--- config.mk ---
export PLATFORM = sky130hd
export DESIGN_NAME = dht11_bit_receiver
export DESIGN_NICKNAME = d
export VERILOG_FILES = /design/src/rtl/dht11_bit_receiver.sv
export SDC_FILE = /design/constraint.sdc
export NUM_CORES = 1
export LEC_CHECK = 0
export CORE_MARGIN = 2
export CORE_UTILIZATION = 63
export DETAILED_ROUTE_END_ITERATION = 6
export GPL_TIMING_DRIVEN = 0
export HOLD_SLACK_MARGIN = 0.03
export PLACE_DENSITY = 0.85
export RECOVER_POWER = 50
export REMOVE_ABC_BUFFERS = 1
export SLEW_MARGIN = 20
export SYNTH_ARGS = -nofsm -noshare
export SYNTH_HDL_FRONTEND = slang
export SYNTH_SLANG_ARGS = --single-unit
--- constraint.sdc ---
create_clock -name clk -period 6.5 [get_ports clk]
set_input_delay 0.65 -clock clk [delete_from_list [all_inputs] [get_ports clk]]
set_output_delay 0.65 -clock clk [all_outputs]
set_load 0.02 [all_outputs]
--- src/rtl/dht11_bit_receiver.sv ---
// DHT11 serial frame receiver.
// After the start-signal stage reports a completed response handshake, this
// block times every low/high phase of the DHT11 data line. It decodes 40 bits
// MSB first, verifies the checksum byte, and publishes the four data bytes.
//
// Ports:
//   clk, rst        system clock, synchronous active-high reset
//   start           one-cycle pulse: response handshake done, frame follows
//   dht_in          raw (asynchronous) DHT11 data line
//   humidity_int/dec, temp_int/dec   last accepted frame contents
//   data_valid      one-cycle pulse, new data on the outputs this cycle
//   checksum_err    one-cycle pulse, frame rejected (outputs kept)
//   timeout_err     one-cycle pulse, a line phase lasted too long (outputs kept)
//   busy            high whenever a frame is being received or checked
module dht11_bit_receiver #(
  parameter int unsigned TICKS_PER_US   = 50,
  parameter int unsigned BIT1_THRESH_US = 50,
  parameter int unsigned TIMEOUT_US     = 200
) (
  input  logic       clk,
  input  logic       rst,
  input  logic       start,
  input  logic       dht_in,
  output logic [7:0] humidity_int,
  output logic [7:0] humidity_dec,
  output logic [7:0] temp_int,
  output logic [7:0] temp_dec,
  output logic       data_valid,
  output logic       checksum_err,
  output logic       timeout_err,
  output logic       busy
);

  localparam logic [15:0] THRESH_TICKS  = 16'(BIT1_THRESH_US * TICKS_PER_US);
  localparam logic [15:0] TIMEOUT_TICKS = 16'(TIMEOUT_US * TICKS_PER_US);

  typedef enum logic [2:0] {
    IDLE,
    WAIT_LOW,
    BIT_LOW,
    BIT_HIGH,
    CHECK
  } state_t;

  state_t      state;
  logic        sync1, sync2, sync_d;
  logic [15:0] phase_cnt;
  logic [15:0] phase_inc;
  logic [5:0]  bit_cnt;
  logic [39:0] shift_reg;
  logic [7:0]  byte_sum;
  logic        fall, rise;
  logic        bit_is_one;

  assign fall = sync_d & ~sync2;
  assign rise = ~sync_d & sync2;

  // phase_inc is the length of the current phase including this cycle, so
  // a high phase of N cycles compares as N against the threshold.
  always_comb begin
    phase_inc  = (phase_cnt == '1) ? phase_cnt : phase_cnt + 16'd1;
    bit_is_one = (phase_inc > THRESH_TICKS);
    byte_sum   = shift_reg[39:32] + shift_reg[31:24]
               + shift_reg[23:16] + shift_reg[15:8];
  end

  always_ff @(posedge clk) begin
    if (rst) begin
      state        <= IDLE;
      sync1        <= 1'b1;
      sync2        <= 1'b1;
      sync_d       <= 1'b1;
      phase_cnt    <= '0;
      bit_cnt      <= '0;
      shift_reg    <= '0;
      humidity_int <= '0;
      humidity_dec <= '0;
      temp_int     <= '0;
      temp_dec     <= '0;
      data_valid   <= 1'b0;
      checksum_err <= 1'b0;
      timeout_err  <= 1'b0;
      busy         <= 1'b0;
    end else begin
      sync1        <= dht_in;
      sync2        <= sync1;
      sync_d       <= sync2;
      data_valid   <= 1'b0;
      checksum_err <= 1'b0;
      timeout_err  <= 1'b0;

      case (state)
        IDLE: begin
          phase_cnt <= '0;
          if (start) begin
            state     <= WAIT_LOW;
            busy      <= 1'b1;
            bit_cnt   <= '0;
            shift_reg <= '0;
          end
        end

        WAIT_LOW, BIT_LOW, BIT_HIGH: begin
          phase_cnt <= phase_inc;
          // Timeout is tested first so it wins over an edge in the same cycle.
          if (phase_cnt >= TIMEOUT_TICKS) begin
            timeout_err <= 1'b1;
            state       <= IDLE;
            busy        <= 1'b0;
            phase_cnt   <= '0;
          end else if (state == WAIT_LOW && fall) begin
            state     <= BIT_LOW;
            phase_cnt <= '0;
          end else if (state == BIT_LOW && rise) begin
            state     <= BIT_HIGH;
            phase_cnt <= '0;
          end else if (state == BIT_HIGH && fall) begin
            shift_reg <= {shift_reg[38:0], bit_is_one};
            bit_cnt   <= bit_cnt + 6'd1;
            phase_cnt <= '0;
            state     <= (bit_cnt == 6'd39) ? CHECK : BIT_LOW;
          end
        end

        CHECK: begin
          if (byte_sum == shift_reg[7:0]) begin
            humidity_int <= shift_reg[39:32];
            humidity_dec <= shift_reg[31:24];
            temp_int     <= shift_reg[23:16];
            temp_dec     <= shift_reg[15:8];
            data_valid   <= 1'b1;
          end else begin
            checksum_err <= 1'b1;
          end
          state     <= IDLE;
          busy      <= 1'b0;
          phase_cnt <= '0;
        end

        default: begin
          state     <= IDLE;
          busy      <= 1'b0;
          phase_cnt <= '0;
        end
      endcase
    end
  end

endmodule

==> impl_results.md <==
- Largest net degree at the start of global routing: 81
- Hold depth: 1
- Clock root buffer: clkbuf_8
- Pre-CTS WS: around 2.3 ns
- Final RePlAce weighted congestion: 0.918
- Number of enable flip-flop cells after synthesis: 0
- RSZ-0062 raised after global routing: false
- Clk pwr share: 39.8%
- Post-CTS Setup Bufs: 0
- FILL cells: between 500 and 600
- Element type at the critical path start: flop
- Core outline area: between 7000 and 8000 sq um
- CP required: about 6.8 ns
- M2 GR Usage: roughly 44%
- DR pass1 iterations: 5
- Ys Warns: 0
- R2R cell count: 13
- Ys flop type: dfxtp_1
- CTS Hold Bufs: 0
- Met1 usage: roughly a third
- Critical-path top delay cell: a211oi_4
- Worst path top cell family by delay: adder cells
- Synth cell types: between 50 and 60
- H-tree levels: 3
- Crit path time final: roughly 4.0 ns
- HPWL Detailed: about 7.3 mm
- Buffers and inverters on the worst path: 3
- Final design area excluding fillers: 5680 sq um
- Layout Utilization: 73.5%
- Layout area overhead: 13.1%
- Period Utilization, post-route: between 60% and 70%
- Layout cells sized above 1: between 6 and 7%
- Inserted Clock Buffers: 9
- Sequential power share: a little under three fifths
- WP depth: 13
- Crit Path Category: flop to flop
- WL/cell: 15.0 um
- Port bufs: 39
- # setup viols final: 0
- Fraction of registers with async set/reset: 0%
- ANT cells: 0
- Leak Pwr: 2.07 nW
- Global-route wire length before repair: approximately 18 mm
- Actual slew at the worst max-slew pin: approximately 1.5 ns
- Via count: approximately 4,300
- Placed cell area: 5490 sq um
- Register area share after synthesis: 41.5%
- Nets@finish: roughly 630
- Sw Share: between 20% and 30%
- Fin worst setup slack: roughly 2.5 ns
- Crit path max fanout: 21
- Leading cell type in the layout, fill and taps excluded: dfxtp_1
- Max reg flops: 40
- Initial antenna violation count: 0
- CP endpoint kind: flop
- Post-synthesis cell count: ~590
- Worst path most repeated cell: fa_1
- Routed WL: 10.7 mm
- Worst vdd rail ir drop: about 0.00013 V
- Vert. Die Dim: ~93 um
- Total power: 1.13 mW
- Clock Latency Late Sink: between 0.3 and 0.4 ns
- Met3 Track Usage GR: around 3.8%
- Crit-path max cell delay: roughly 0.62 ns
- Clock slew at reported path FFs: ~0.10 ns
- Power density cells: 199 nW/um^2
- Global route overflow: 0
- Clk_skew: between 0.01 and 0.015 ns
- Int Pwr: between 0.8 and 0.9 mW
- Syn Std Cell Area: 5020 sq um
- Initial core utilization: around 65%
- Setup TNS: 0 ns
- Slew Viols, Final: 0
- Row cnt: 32
- Crit path DAT: about 4.3 ns
- Syn Area/Cell: roughly 8.5 sq um
- Max-Cap Viols: 0
- Comb power frac: 3.2%
- DR DRC count: 0
- Post-DRT Antenna Nets: 0
- CTS sink cnt: 104
- GRT Total Usage: between 20% and 30%
- Die X: 93.3 um
- Max_slew headroom: 2.62%
- Vias per inst: between 6 and 7
- Number of global-route vias before repair: 4,014
- Hold crit path type: flop to flop
- Resized cells post-CTS: 0
- Most frequent cells in the layout: 104 x dfxtp_1, 89 x a21oi_1, 56 x nand2_1
- Post-synthesis register bit count: about 100
- CTS tree: built
- Fin. Hold Viols: 0
- Die Footprint: 8700 sq um
- Worst path cell trace: fa_1 > inv_1 > fa_1 > inv_1 > ha_1 > fa_1 > nand3_1 > a21oi_1 > or3_4 > a211oi_4 > buf_8 > nand4_1 > a21oi_1
- Clock Path Buffers: 2
- Num ports: 40
- Gr busiest metal: met2
- Fmax: around 250 MHz
- Outcome: finished, final reports clean
- Initial DRC Count: roughly 270
- Switch Pwr: around 0.25 mW
==> power groups by stage <==
stage / logic [mW] / clock network (mW) / registers (mW)
after detailed placement: 0.0374 / 0 / 0.658
after CTS: 0.0377 / 0.459 / 0.643
after floorplan: 0.0170 / 0 / 0.659
after global placement: 0.0347 / 0 / 0.658
after global routing: 0.0402 / 0.483 / 0.644
final: 0.0366 / 0.450 / 0.643
==> synth_stat cells, drive strengths merged, types with 2 or more instances <==
| library cell | n | area, sq um |
|---|---|---|
| xnor2 | 13 | 114 |
| inv | 16 | 60.1 |
| nor3 | 18 | 95.1 |
| a21oi | 89 | 445 |
| nor2 | 25 | 93.8 |
| or3 | 2 | 17.5 |
| nand2 | 56 | 210 |
| or4 | 2 | 15.0 |
| a31oi | 3 | 18.8 |
| and3 | 4 | 25.0 |
| nand4 | 37 | 231 |
| or2 | 4 | 25.0 |
| fa | 14 | 280 |
| xor2 | 11 | 96.3 |
| xnor3 | 2 | 45.0 |
| and2 | 2 | 12.5 |
| o21ai | 45 | 233 |
| nand3 | 53 | 265 |
| a211oi | 6 | 62.6 |
| nor2b | 2 | 12.5 |
| nand2b | 2 | 12.5 |
| o21bai | 2 | 15.0 |
| buf | 13 | 86.3 |
| dfxtp | 104 | 2080 |
| o211ai | 2 | 20.0 |
| clkbuf | 35 | 131 |
| nor4 | 3 | 40.0 |
| a21boi | 3 | 22.5 |
| ha | 10 | 125 |
==> area by class of cell <==
class	instances	area [sq um]	share of cell area, %
inverter	16	60.1	1.06
multi-input combinational	426	2670	47.0
tap	102	128	2.25
clock inverter	6	92.6	1.63
sequential	104	2080	36.7
clock buffer	10	138	2.42
timing repair buffer	47	510	8.99
==> stage by stage <==
step / hold slack, ns / instances
after floorplan: 0.389 / 546
after global placement: 0.397 / 687
after detailed placement: 0.402 / 695
after CTS: 0.430 / 711
after global routing: 0.469 / 711
final: 0.430 / 711
==> cells by family after synthesis <==
kind of cell    Yosys count  share of synthesized area (%)
simple gates            213                           21.5
compound gates          160                           18.0
flops                   104                           41.5
buf+inv                  64                           5.53
xor+xnor                 26                           5.08
fa+ha+maj                24                           8.08
other cells               1                         0.0747
mux                       1                          0.199
==> per-layer routing <==
layer / up-vias / part of all wire (%) / routed length (um)
met5: - / 0 / 0
met4: 0 / 2.8 / 295
met3: 24 / 5.5 / 583
met2: 151 / 50 / 5290
met1: 2036 / 42 / 4510
li1: 2126 / - / -
==> worst paths after layout <==
path	startpoint	endpoint	slack, ns
setup / recovery	shift_reg[9]	temp_dec[1]	2.52
hold reg to reg	sync1	sync2	0.43
setup reg to reg	shift_reg[9]	temp_dec[1]	2.52
hold / removal	sync1	sync2	0.43
No activity file was read; power rests on OpenSTA's default activity.
